`src/rtl/spi_pkg.sv`:
```
// rtl/spi_pkg.sv - shared SPI master types and CSR bit positions
package spi_pkg;

  typedef enum logic [1:0] {
    IDLE,
    LOW,
    HIGH
  } spi_state_t;

  localparam int SPI_CLK_DIV_DEFAULT = 4;

  // Bit positions inside the load/store unit's SPI CSR.
  localparam int SPI_CSR_BUSY_BIT = 0;
  localparam int SPI_CSR_CS_BIT   = 2;

endpackage

```
`src/rtl/spi_master_if.sv`:
```
// rtl/spi_master_if.sv - command/response handshake between load/store unit and SPI master
interface spi_master_if;

  logic       spi_trigger;
  logic [7:0] spi_command;
  logic       spi_cs_ctrl;
  logic       spi_busy;
  logic [7:0] spi_response;

  modport master (
    output spi_trigger, spi_command, spi_cs_ctrl,
    input  spi_busy, spi_response
  );

  modport slave (
    input  spi_trigger, spi_command, spi_cs_ctrl,
    output spi_busy, spi_response
  );

endinterface

```
`src/rtl/spi_miso_sync.sv`:
```
// rtl/spi_miso_sync.sv - two-flop MISO synchronizer, async active-high reset to 0
module spi_miso_sync (
  input  logic clk,
  input  logic rst,
  input  logic d_i,
  output logic q_o
);

  logic [1:0] sync_q;

  always_ff @(posedge clk or posedge rst) begin
    if (rst) begin
      sync_q <= 2'b00;
    end else begin
      sync_q <= {sync_q[0], d_i};
    end
  end

  assign q_o = sync_q[1];

endmodule

```
`src/rtl/spi_master.sv`:
```
// rtl/spi_master.sv - byte-wide mode-0 MSB-first SPI master for the load/store unit CSR
// Optional build macro SPI_MISO_SYNC_EN adds a 2-flop MISO synchronizer.
module spi_master
  import spi_pkg::*;
#(
  parameter int CLK_DIV = SPI_CLK_DIV_DEFAULT
) (
  input  logic         clk,
  input  logic         rst,
  spi_master_if.slave  lsu,
  output logic         spi_sclk,
  output logic         spi_mosi,
  input  logic         spi_miso,
  output logic         spi_cs_n
);

  localparam int DIV_W = (CLK_DIV > 1) ? $clog2(CLK_DIV) : 1;
  localparam logic [DIV_W-1:0] DIV_LAST = DIV_W'(CLK_DIV - 1);

  logic miso_s;

`ifdef SPI_MISO_SYNC_EN
  // Sample two cycles into the high half so the synchronized bit has arrived.
  localparam logic [DIV_W-1:0] SAMPLE_AT = DIV_W'(2);

  if (CLK_DIV < 3) begin : g_div_chk
    $error("spi_master: CLK_DIV must be >= 3 when SPI_MISO_SYNC_EN is defined");
  end

  spi_miso_sync u_miso_sync (
    .clk (clk),
    .rst (rst),
    .d_i (spi_miso),
    .q_o (miso_s)
  );
`else
  localparam logic [DIV_W-1:0] SAMPLE_AT = '0;

  if (CLK_DIV < 1) begin : g_div_chk
    $error("spi_master: CLK_DIV must be >= 1");
  end

  assign miso_s = spi_miso;
`endif

  spi_state_t       state_q;
  logic [DIV_W-1:0] div_q;
  logic [2:0]       bit_q;
  logic [6:0]       tx_q;
  logic [7:0]       rx_q;
  logic [7:0]       rx_d;
  logic             sclk_q;
  logic             mosi_q;
  logic             busy_q;
  logic [7:0]       resp_q;

  // With CLK_DIV=1 the sample point coincides with the terminal count, so the
  // response must be taken from the post-sample value.
  always_comb begin
    rx_d = rx_q;
    if (state_q == HIGH && div_q == SAMPLE_AT) begin
      rx_d = {rx_q[6:0], miso_s};
    end
  end

  always_ff @(posedge clk or posedge rst) begin
    if (rst) begin
      state_q <= IDLE;
      div_q   <= '0;
      bit_q   <= 3'd0;
      tx_q    <= 7'd0;
      rx_q    <= 8'h00;
      sclk_q  <= 1'b0;
      mosi_q  <= 1'b0;
      busy_q  <= 1'b0;
      resp_q  <= 8'h00;
    end else begin
      case (state_q)
        IDLE: begin
          sclk_q <= 1'b0;
          if (lsu.spi_trigger) begin
            tx_q    <= lsu.spi_command[6:0];
            mosi_q  <= lsu.spi_command[7];
            busy_q  <= 1'b1;
            bit_q   <= 3'd0;
            div_q   <= '0;
            state_q <= LOW;
          end
        end
        LOW: begin
          if (div_q == DIV_LAST) begin
            sclk_q  <= 1'b1;
            div_q   <= '0;
            state_q <= HIGH;
          end else begin
            div_q <= div_q + DIV_W'(1);
          end
        end
        HIGH: begin
          rx_q <= rx_d;
          if (div_q == DIV_LAST) begin
            sclk_q <= 1'b0;
            div_q  <= '0;
            if (bit_q == 3'd7) begin
              resp_q  <= rx_d;
              busy_q  <= 1'b0;
              mosi_q  <= 1'b0;
              state_q <= IDLE;
            end else begin
              mosi_q  <= tx_q[6];
              tx_q    <= {tx_q[5:0], 1'b0};
              bit_q   <= bit_q + 3'd1;
              state_q <= LOW;
            end
          end else begin
            div_q <= div_q + DIV_W'(1);
          end
        end
        default: state_q <= IDLE;
      endcase
    end
  end

  assign spi_sclk         = sclk_q;
  assign spi_mosi         = mosi_q;
  assign spi_cs_n         = lsu.spi_cs_ctrl;
  assign lsu.spi_busy     = busy_q;
  assign lsu.spi_response = resp_q;

endmodule

```
`src/flat_wrapper.sv`:
```
// flat-port wrapper written by rule: the top's interface ports become plain ports
module spi_master_flat import spi_pkg::*;
#(
  parameter int CLK_DIV = SPI_CLK_DIV_DEFAULT
)
  (clk, rst, spi_sclk, spi_mosi, spi_miso, spi_cs_n, lsu_spi_trigger, lsu_spi_command, lsu_spi_cs_ctrl, lsu_spi_busy, lsu_spi_response);
  spi_master_if lsu_i ();
  input  logic clk;
  input  logic rst;
  output logic spi_sclk;
  output logic spi_mosi;
  input  logic spi_miso;
  output logic spi_cs_n;
  input wire logic [$bits(lsu_i.spi_trigger)-1:0] lsu_spi_trigger;
  input wire logic [$bits(lsu_i.spi_command)-1:0] lsu_spi_command;
  input wire logic [$bits(lsu_i.spi_cs_ctrl)-1:0] lsu_spi_cs_ctrl;
  output wire logic [$bits(lsu_i.spi_busy)-1:0] lsu_spi_busy;
  output wire logic [$bits(lsu_i.spi_response)-1:0] lsu_spi_response;
  assign lsu_i.spi_trigger = lsu_spi_trigger;
  assign lsu_i.spi_command = lsu_spi_command;
  assign lsu_i.spi_cs_ctrl = lsu_spi_cs_ctrl;
  assign lsu_spi_busy = lsu_i.spi_busy;
  assign lsu_spi_response = lsu_i.spi_response;
  spi_master #(.CLK_DIV(CLK_DIV)) u_core (.clk(clk), .rst(rst), .lsu(lsu_i), .spi_sclk(spi_sclk), .spi_mosi(spi_mosi), .spi_miso(spi_miso), .spi_cs_n(spi_cs_n));
endmodule
```
`config.mk`:
```
export PLATFORM = sky130hd
export DESIGN_NAME = spi_master_flat
export DESIGN_NICKNAME = d
export VERILOG_FILES = /design/src/rtl/spi_pkg.sv /design/src/rtl/spi_master_if.sv /design/src/rtl/spi_miso_sync.sv /design/src/rtl/spi_master.sv /design/src/flat_wrapper.sv
export SDC_FILE = /design/constraint.sdc
export NUM_CORES = 1
export LEC_CHECK = 0
export ABC_AREA = 1
export CORE_UTILIZATION = 55
export DETAILED_ROUTE_END_ITERATION = 10
export PLACE_DENSITY = 0.78
export SLEW_MARGIN = 20
export SYNTH_ARGS = -nofsm -noshare
export SYNTH_HDL_FRONTEND = slang
export SYNTH_SLANG_ARGS = --single-unit
```
`constraint.sdc`:
```
create_clock -name clk -period 3.7 [get_ports clk]
set_clock_uncertainty 0.15 [all_clocks]
set_input_delay 0.74 -clock clk [delete_from_list [all_inputs] [get_ports clk]]
set_output_delay 0.74 -clock clk [all_outputs]
set_load 0.02 [all_outputs]
```
==> impl_summary.log, run 1 <==
[metrics] master cell of the clock root buffer: clkbuf_4
[metrics] worst min-delay path startpoint: u_core.tx_q[5]
[metrics] clock tree from TritonCTS: yes
[metrics] # hold bufs at CTS: 0
[metrics] IO buf count: 22
[metrics] layout-stage area growth over the synthesis result: 14.25%
[metrics] R2R Path End: u_core.bit_q[2]
[metrics] First-pass DRT Iterations: 10
[metrics] CP Cell Sequence: clkdlybuf4s50_1
[metrics] Die Area: 3356 µm²
[metrics] r2r startpoint: u_core.state_q[0]
[metrics] FF+latch area: a little over 800 µm²
[metrics] maximum cell stage delay along the critical path: a little over 0.6 ns
[metrics] number of storage elements in the synthesis netlist: 33
[metrics] TritonCTS sink count: 33
[metrics] critical path launch point type: flip-flop
[metrics] critical setup path kind: reg -> out
[metrics] Worst Hold End: u_core.tx_q[5]
[metrics] CORE AREA: between 2000 and 3000 µm²
[metrics] fraction of power spent switching nets: 42.69%
[metrics] violated checks: DRC
[metrics] ratio of routed vias to standard cells: ~5.2
[metrics] number of antenna violations at the first check in global routing: 0
[metrics] DRC violations left: 2
[metrics] sum of negative setup slack: 0 ns
[metrics] Pins Over Slew Limit: 0
[metrics] setup repair after global routing missed its margin: false
[metrics] final count of hold timing violations: 0
[metrics] DIE WIDTH: about 58 µm
[metrics] maximum number of pins on one net before global-route repair: 34
[metrics] initial core utilization: between 60% and 70%
[metrics] CP Buf/Inv Count: 1
[metrics] total of max-cap violations: 0
[metrics] Yosys cell types: 19
[metrics] Crit path required time: 2.81 ns
[metrics] final design area excluding fillers: roughly 2000 µm²
[metrics] number of I/O pins: 25
[metrics] part of the total power dissipated in sequential elements: about two fifths
[metrics] gp weighted congestion: slightly above 0.8
[metrics] Peak supply drop: between 0.4 and 0.5 mV
[metrics] final antenna diode count: 0
[metrics] detailed placer's ending HPWL: roughly 2300 µm
[metrics] clk slew on worst S/H paths: 0.10 ns
[metrics] vertical die dimension: 57.93 µm
[metrics] final instance count without filler cells: between 200 and 300
[metrics] most frequent standard cell in the layout excluding fill and tap cells: nand2_1
[metrics] switching power: 0.0005793 W
[metrics] Total Wirelength: between 3000 and 4000 µm
[metrics] WL per Instance: between 10 and 15 µm
[metrics] CTS Buffer Depth: 2
[metrics] clock period minus final worst setup slack: 2.202 ns
[metrics] type of destination of the critical path: output port
[metrics] endpoints failing setup: 0
[metrics] power density of the placed cells: 690.3 nW/µm²
[metrics] area after detailed placement: between 1500 and 2000 µm²
[metrics] hold slack: approximately 0.33 ns
[metrics] headroom to the max-slew limit: 73.08%
[metrics] Via Count: 1341
[metrics] total congestion overflow after global routing: 0
[metrics] static leakage: 1.100 nW
[metrics] Pint: slightly below 0.0008 W
[metrics] first-pass GRT wire length: about 5600 µm
[metrics] Top Family by Delay on Critical Path: buffers and inverters
[metrics] number of fill cells: 241
[metrics] placed cells: approximately 250
[metrics] highest fanout seen on the critical path: 2
[metrics] share of synthesized area occupied by flip-flops and latches: 48.00%
[metrics] net count reported at finish: 250
[metrics] flop2flop setup slack: 1.63 ns
[metrics] highest-delay cell along the critical path: clkdlybuf4s50_1
[metrics] run status: complete, but fails checks
[metrics] H-tree depth: 2
[metrics] combined area of the multi-input logic cells: 752.0 µm²
[metrics] worst-case reg-to-reg path depth: 9
[metrics] number of instances resized during post-cts repair: 0
[metrics] achievable clock frequency: 0.4542 GHz
[metrics] cts bufs inserted: 5
[metrics] worst hold path cell count: 2
[metrics] via count of the first global-routing pass: 1271
[metrics] share of the clock period used by the worst path: 59.50%
[metrics] portion of total power attributed to the clock network: roughly 15%
[metrics] cell count after synthesis: between 200 and 250
[metrics] transition time at the pin with the least slew margin: roughly 0.4 ns
[metrics] GRT Util Overall: 22.34%
[metrics] synthesized area per cell: between 8 and 9 µm²
[metrics] final core utilization: between 60 and 70%
[metrics] DRC violation total after the first TritonRoute iteration: 59
[metrics] crit path DAT: roughly 1.3 ns
[metrics] Post-DRT Antenna Nets: 0
[metrics] fraction of final layout cells sized beyond drive strength 1: between 8 and 9%
[metrics] combinational power share: 45.5%
[metrics] Syn. warnings: 0
[metrics] std cell rows: 19
[metrics] worst min-delay path category: reg -> reg
[metrics] top library cells by usage in the layout, fill and taps aside: nand2_1 (87), dfrtp_1 (33), nand3_1 (26)
[metrics] clock insertion delay at the later pin of the skew report: roughly 0.33 ns
[metrics] setup repair bufs after CTS: 0
[metrics] cell area after technology mapping: 1720 µm²
[metrics] synthesized netlist net count: roughly 230
==> worst max-delay path by stage <==
stage | startpoint | end | slack, ns | cells past startpoint
6_report | u_core.spi_mosi | spi_mosi | 1.50 | 1
5_1_grt | u_core.lsu.spi_response[7] | lsu_spi_response[7] | 1.44 | 1
4_1_cts | u_core.spi_mosi | spi_mosi | 1.48 | 1
3_5_place_dp | u_core.state_q[0] | u_core.bit_q[2] | 1.63 | 9
3_3_place_gp | lsu_spi_trigger | u_core.bit_q[2] | 1.67 | 8
2_1_floorplan | lsu_spi_cs_ctrl | spi_cs_n | 1.94 | 1
==> cells in the mapped netlist <==
master,count,area (µm²)
a21oi_1,2,10.01
buf_2,1,5.000
buf_4,3,22.52
buf_6,5,56.30
dfrtp_1,33,825.8
ha_1,9,112.6
inv_1,11,41.29
inv_2,3,11.26
inv_4,1,6.260
nand2_1,87,326.6
nand2_2,2,12.51
nand2_4,3,33.78
nand3_1,26,130.1
nand3b_1,1,7.510
nor2_1,3,11.26
nor2_4,2,22.52
nor2_8,1,20.02
o21ai_0,12,60.06
o21ai_1,1,5.000
==> power by group through the flow <==
stage / combinational (W) / sequential (W) / clock (W)
floorplan: 0.000507 / 0.000545 / 0
global placement: 0.000590 / 0.000538 / 0
detailed placement: 0.000620 / 0.000542 / 0
CTS: 0.000622 / 0.000536 / 0.000212
global route: 0.000707 / 0.000549 / 0.000224
finish: 0.000617 / 0.000536 / 0.000204
==> logic make-up after synthesis <==
kind of cell	count (synthesis)	share of synthesized area (%)
buffers and inverters	24	8.291
flip-flops	33	48.00
AO/OA/AOI/OAI	15	4.364
AND/OR/NAND/NOR	125	32.80
adder cells (fa/ha/maj)	9	6.546
==> per-layer routing <==
| layer | vias up | part of all wire (%) | global-route usage [%] |
|---|---|---|---|
| met3 | 8 | 5.1 | 7.589 |
| met4 | 0 | 1.8 | 8.163 |
| li1 | 691 | - | - |
| met2 | 31 | 48 | 34.81 |
| met1 | 611 | 45 | 29.14 |
| met5 | - | 0 | 0 |
==> final cells by class <==
class / count / share of cell area, %
Clock buffer: 7 / 2.801
Tap cell: 31 / 1.973
Sequential cell: 33 / 42.01
Multi-Input combinational cell: 149 / 38.26
Inverter: 15 / 2.992
Timing Repair Buffer: 24 / 11.97
==> flip-flops by register name, summed over array words and instances, names as in the netlist <==
register                 count
u_core.state_q               2
u_core.div_q                 2
u_core.lsu.spi_busy          1
u_core.tx_q                  7
u_core.spi_mosi              1
u_core.rx_q                  8
u_core.spi_sclk              1
u_core.lsu.spi_response      8
u_core.bit_q                 3
==> per-stage QoR <==
stage | total power [W] | setup slack [ns]
detailed placement | 0.001162 | 1.625
finish | 0.001357 | 1.498
global placement | 0.001129 | 1.666
global route | 0.001481 | 1.438
floorplan | 0.001052 | 1.936
CTS | 0.001370 | 1.479
Note: power is estimated with default switching activity, not from simulation.
==> run 2, diff against run 1 <==
- CORE_UTILIZATION: 55 -> 53
- PLACE_DENSITY: 0.78 -> 0.75
- clock period: 3.7 -> 2.12 ns (I/O delays scaled with it)
==> impl_summary.log, run 2 (synthesis results as in run 1) <==
[metrics] run status: finished clean (was complete, but fails checks)
[metrics] initial core utilization: 55.89% (was 60.31%)
[metrics] final count of hold timing violations: 0 (unchanged)
[metrics] net count reported at finish: 252 (was 250)
[metrics] clock insertion delay at the later pin of the skew report: 0.34 ns (was 0.33 ns)
[metrics] total of max-cap violations: 0 (unchanged)
[metrics] Final Power: 0.002520 W (was 0.001357 W)
[metrics] H-tree depth: 2 (unchanged)
[metrics] sum of negative setup slack: 0 ns (unchanged)
[metrics] transition time at the pin with the least slew margin: 0.4149 ns (was 0.4038 ns)
[metrics] vertical die dimension: 58.98 µm (was 57.93 µm)
[metrics] share of the clock period used by the worst path: around nine tenths
[metrics] critical path launch point type: flip-flop (unchanged)
[metrics] CTS Buffer Depth: 2 (unchanged)
[metrics] first-pass GRT wire length: 5775 µm (was 5602 µm)
[metrics] via count of the first global-routing pass: 1352 (was 1271)
[metrics] DRC violation total after the first TritonRoute iteration: 77 (was 59)
[metrics] cts bufs inserted: 5 (unchanged)
[metrics] headroom to the max-slew limit: 72.34% (was 73.08%)
[metrics] power density of the placed cells: 1243 nW/µm² (was 690.3 nW/µm²)
[metrics] setup repair after global routing missed its margin: false (unchanged)
[metrics] critical setup path kind: reg -> out (unchanged)
[metrics] Peak supply drop: 0.8835 mV (was 0.4443 mV)
[metrics] Total Wirelength: 3306 µm (was 3191 µm)
[metrics] static leakage: 1.124 nW (was 1.100 nW)
[metrics] most frequent standard cell in the layout excluding fill and tap cells: nand2_1 (unchanged)
[metrics] Die Area: 3478 µm² (was 3356 µm²)
[metrics] DIE WIDTH: 58.98 µm (was 57.93 µm)
[metrics] type of destination of the critical path: output port (unchanged)
[metrics] ratio of routed vias to standard cells: 5.102 (was 5.178)
[metrics] gp weighted congestion: 0.8177 (was 0.8122)
[metrics] number of instances resized during post-cts repair: 0 (unchanged)
[metrics] std cell rows: 20 (was 19)
[metrics] CORE AREA: 3078 µm² (was 2853 µm²)
[metrics] maximum cell stage delay along the critical path: 0.62 ns (was 0.61 ns)
[metrics] crit path DAT: 1.36 ns (was 1.31 ns)
[metrics] Via Count: 1403 (was 1341)
[metrics] clock tree from TritonCTS: yes (unchanged)
[metrics] CP Buf/Inv Count: 1 (unchanged)
[metrics] highest-delay cell along the critical path: clkdlybuf4s50_1 (unchanged)
[metrics] clock period minus final worst setup slack: about 1.9 ns
[metrics] WL per Instance: 12.02 µm (was 12.32 µm)
[metrics] detailed placer's ending HPWL: 2384 µm (was 2286 µm)
[metrics] total congestion overflow after global routing: 0 (unchanged)
[metrics] final antenna diode count: 0 (unchanged)
[metrics] master cell of the clock root buffer: clkbuf_4 (unchanged)
[metrics] DRC violations left: 0 (was 2)
[metrics] endpoints failing setup: 0 (unchanged)
[metrics] maximum number of pins on one net before global-route repair: 34 (unchanged)
[metrics] fraction of final layout cells sized beyond drive strength 1: 9.957% (was 8.772%)
[metrics] First-pass DRT Iterations: 4 (was 10)
[metrics] Crit path required time: 1.55 ns (was 2.81 ns)
[metrics] TritonCTS sink count: 33 (unchanged)
[metrics] CP Cell Sequence: clkdlybuf4s50_1 (unchanged)
[metrics] number of I/O pins: 25 (unchanged)
[metrics] layout-stage area growth over the synthesis result: 17.82% (was 14.25%)
[metrics] achievable clock frequency: 0.5177 GHz
[metrics] # hold bufs at CTS: 0 (unchanged)
[metrics] clk slew on worst S/H paths: 0.10 ns (about the same)
[metrics] Post-DRT Antenna Nets: 0 (unchanged)
[metrics] worst min-delay path category: in -> async (was reg -> reg)
[metrics] Top Family by Delay on Critical Path: buffers and inverters (unchanged)
[metrics] top library cells by usage in the layout, fill and taps aside: nand2_1 (87), dfrtp_1 (33), nand3_1 (26) (unchanged)
[metrics] Pins Over Slew Limit: 0 (unchanged)
[metrics] number of antenna violations at the first check in global routing: 0 (unchanged)
[metrics] IO buf count: 22 (unchanged)
[metrics] highest fanout seen on the critical path: 2 (unchanged)
[metrics] setup repair bufs after CTS: 0 (unchanged)
[metrics] GRT Util Overall: 22.55% (was 22.34%)
[run 2: cell types whose count changed in the layout (fill, tap and decap cells not counted), sizes merged]
cell    delta
bufinv     +1
buf        +2
[run 2: path summary, 6_finish.rpt]
check | startpoint | to | slack (ns) | cells after the start
worst max-delay path | u_core.spi_mosi | spi_mosi | 0.19 | 1
worst min-delay path | rst | u_core.spi_mosi | 0.31 | 3
worst max register to register | u_core.state_q[0] | u_core.bit_q[2] | 0.31 | 7
worst min register to register | u_core.lsu.spi_busy | u_core.lsu.spi_busy | 0.33 | 2
max in group asynchronous | rst | u_core.state_q[0] | 1.19 | 3
min in group clk | u_core.lsu.spi_busy | u_core.lsu.spi_busy | 0.33 | 2
[run 2: final cells by class]
type	count	area, µm²
Clock buffer	7	55.05
Fill cell	289	1051
Inverter	15	58.81
Sequential cell	33	825.8
Clock inverter	1	30.03
Tap cell	44	55.05
Multi-Input combinational cell	149	752.0
Timing Repair Buffer	26	250.2
[run 2: stage by stage]
stage	setup WS, ns	cell area, µm²	hold WS, ns	instances	utilization, %
2_1_floorplan	0.6424	1720	0.2879	206	-
3_3_place_gp	0.3773	1942	0.3053	267	63.09
3_5_place_dp	0.3262	1942	0.3105	267	63.09
4_1_cts	0.1727	2027	0.3282	275	65.85
5_1_grt	0.1351	2027	0.3484	275	65.85
6_report	0.1884	2027	0.3137	275	65.85
[run 2: layer usage]
layer  part of all wire [%]  GRT usage [%]  vias up  wire length [µm]
li1                       -              -      698                 -
met1                     45          27.20      669              1485
met2                     49          38.64       29              1609
met3                    4.9          6.114        7               163
met4                    1.5          8.163        0                48
met5                      0              0        -                 0
[run 2: power by group]
group          leakage, nW  total (W)  switching [W]  internal [W]
Sequential           0.428   0.000934       0.000112      0.000822
Clock               0.0455   0.000492       0.000210      0.000282
Combinational        0.651    0.00109       0.000705      0.000389
Total                 1.12    0.00252        0.00103       0.00149
==> run 3, diff against run 2 <==
- PLACE_DENSITY: 0.75 -> 0.77
==> impl_summary.log, run 3 (synthesis results as in run 1) <==
[metrics] run status: finished clean (unchanged)
[metrics] TritonCTS sink count: 33 (unchanged)
[metrics] clk slew on worst S/H paths: 0.10 ns (about the same)
[metrics] transition time at the pin with the least slew margin: 0.5069 ns (was 0.4149 ns)
[metrics] WL per Instance: 11.13 µm (was 12.02 µm)
[metrics] number of antenna violations at the first check in global routing: 0 (unchanged)
[metrics] total congestion overflow after global routing: 0 (unchanged)
[metrics] final design area excluding fillers: 2027 µm² (unchanged)
[metrics] layout-stage area growth over the synthesis result: 17.82% (unchanged)
[metrics] switching power: 0.001026 W (was 0.001027 W)
[metrics] combinational power share: 43.3% (was 43.4%)
[metrics] sum of negative setup slack: 0 ns (unchanged)
[metrics] clock period minus final worst setup slack: 1.915 ns (was 1.932 ns)
[metrics] GRT Util Overall: 21.57% (was 22.55%)
[metrics] DRC violations left: 0 (unchanged)
[metrics] DIE WIDTH: 58.98 µm (unchanged)
[metrics] detailed placer's ending HPWL: 2166 µm (was 2384 µm)
[metrics] met3 track demand over resource: 7.205% (was 6.114%)
[metrics] Via Count: 1338 (was 1403)
[metrics] headroom to the max-slew limit: 66.21% (was 72.34%)
[metrics] critical setup path kind: reg -> reg (was reg -> out)
[metrics] endpoints failing setup: 0 (unchanged)
[metrics] maximum number of pins on one net before global-route repair: 34 (unchanged)
[metrics] area after detailed placement: 1942 µm² (unchanged)
[metrics] top library cells by usage in the layout, fill and taps aside: nand2_1 (87), dfrtp_1 (33), nand3_1 (26) (unchanged)
[metrics] crit path DAT: 2.00 ns (was 1.36 ns)
[metrics] Pins Over Slew Limit: 0 (unchanged)
[metrics] Crit path required time: 2.20 ns (was 1.55 ns)
[metrics] # hold bufs at CTS: 0 (unchanged)
[metrics] Pint: 0.001493 W (was 0.001492 W)
[metrics] final antenna diode count: 0 (unchanged)
[metrics] number of I/O pins: 25 (unchanged)
[metrics] power density of the placed cells: 1243 nW/µm² (about the same)
[metrics] fraction of final layout cells sized beyond drive strength 1: 9.957% (unchanged)
[metrics] cts bufs inserted: 5 (unchanged)
[metrics] CTS Buffer Depth: 2 (unchanged)
[metrics] highest fanout seen on the critical path: 11 (was 2)
[metrics] share of the clock period used by the worst path: 90.34% (was 91.12%)
[metrics] clock tree from TritonCTS: yes (unchanged)
[metrics] H-tree depth: 2 (unchanged)
[metrics] master cell of the clock root buffer: clkbuf_4 (unchanged)
[metrics] via count of the first global-routing pass: 1269 (was 1352)
[metrics] net count reported at finish: 252 (unchanged)
[metrics] final count of hold timing violations: 0 (unchanged)
[metrics] static leakage: 1.124 nW (unchanged)
[metrics] CORE AREA: 3078 µm² (unchanged)
[metrics] final core utilization: 65.85% (unchanged)
[metrics] DRC violation total after the first TritonRoute iteration: 74 (was 77)
[metrics] critical path launch point type: flip-flop (unchanged)
[metrics] First-pass DRT Iterations: 4 (unchanged)
[metrics] vertical die dimension: 58.98 µm (unchanged)
[metrics] worst min-delay path category: in -> async (unchanged)
[metrics] initial core utilization: 55.89% (unchanged)
[metrics] type of destination of the critical path: flip-flop (was output port)
[metrics] Die Area: 3478 µm² (unchanged)
[metrics] std cell rows: 20 (unchanged)
[metrics] Post-DRT Antenna Nets: 0 (unchanged)
[metrics] Peak supply drop: 0.7895 mV (was 0.8835 mV)
[metrics] setup repair after global routing missed its margin: false (unchanged)
[metrics] setup repair bufs after CTS: 0 (unchanged)
[metrics] hold slack: 0.3061 ns (was 0.3137 ns)
[metrics] ratio of routed vias to standard cells: 4.865 (was 5.102)
[metrics] gp weighted congestion: 0.8685 (was 0.8177)
[metrics] IO buf count: 22 (unchanged)
[metrics] met2 capacity usage during global routing: 31.17% (was 38.64%)
[metrics] portion of total power attributed to the clock network: 19.5% (about the same)
[metrics] routing layer with the top usage in global route: met2 (unchanged)
[metrics] Total Wirelength: 3062 µm (was 3306 µm)
[metrics] clock insertion delay at the later pin of the skew report: 0.33 ns (was 0.34 ns)
[metrics] number of instances resized during post-cts repair: 0 (unchanged)
[metrics] total of max-cap violations: 0 (unchanged)
[metrics] part of the total power dissipated in sequential elements: 37.1% (about the same)
[metrics] first-pass GRT wire length: 5547 µm (was 5775 µm)
[metrics] most frequent standard cell in the layout excluding fill and tap cells: nand2_1 (unchanged)
[metrics] fraction of power spent switching nets: 40.74% (was 40.77%)
[metrics] achievable clock frequency: 0.5221 GHz (was 0.5177 GHz)
[metrics] met1 usage in global routing: 30.70% (was 27.20%)
## run 3: per-stage QoR
stage,instances,total power (W),worst slack (ns)
floorplan,206,0.001836,0.6424
global placement,267,0.002001,0.2829
detailed placement,267,0.002026,0.2323
CTS,275,0.002530,0.1952
global route,275,0.002739,0.07502
finish,275,0.002519,0.2047
## run 3: power groups by stage
stage / Sequential [W] / Combinational (W) / Clock (W)
floorplan: 0.000952 / 0.000884 / 0
global placement: 0.000941 / 0.00106 / 0
detailed placement: 0.000944 / 0.00108 / 0
CTS: 0.000935 / 0.00109 / 0.000503
global route: 0.000961 / 0.00124 / 0.000535
finish: 0.000936 / 0.00109 / 0.000492
## run 3: layer usage
layer / wire length [µm] / up-vias
met5: 0 / -
met4: 13 / 0
met3: 183 / 2
met2: 1377 / 42
met1: 1487 / 599
li1: - / 695
## run 3: worst max-delay path: stages, from the launching register on
cell	delay, ns
dfrtp_1	0.43
inv_1	0.10
ha_1	0.48
nor2_4	0.10
nor2_4	0.28
nand2_4	0.14
nand2_1	0.08
nand2_1	0.06
## run 3: cell type report
type / instances / area (µm²)
clock inverters: 1 / 30.03
well taps: 44 / 55.05
inverters: 15 / 58.81
fillers: 276 / 1051
clock buffers: 7 / 55.05
flip-flops and latches: 33 / 825.8
multi-input cells: 149 / 752.0
repair buffers: 26 / 250.2
## run 3: path summary, 6_finish.rpt
| kind | startpoint | to | slack [ns] | cells past startpoint |
|---|---|---|---|---|
| min reg2reg | u_core.tx_q[2] | u_core.tx_q[2] | 0.33 | 2 |
| max in group asynchronous | rst | u_core.tx_q[2] | 1.21 | 3 |
| max reg2reg | u_core.state_q[0] | u_core.tx_q[5] | 0.20 | 7 |
| min | rst | u_core.tx_q[3] | 0.31 | 3 |
| min in group clk | u_core.tx_q[2] | u_core.tx_q[2] | 0.33 | 2 |
| max | u_core.state_q[0] | u_core.tx_q[5] | 0.20 | 7 |
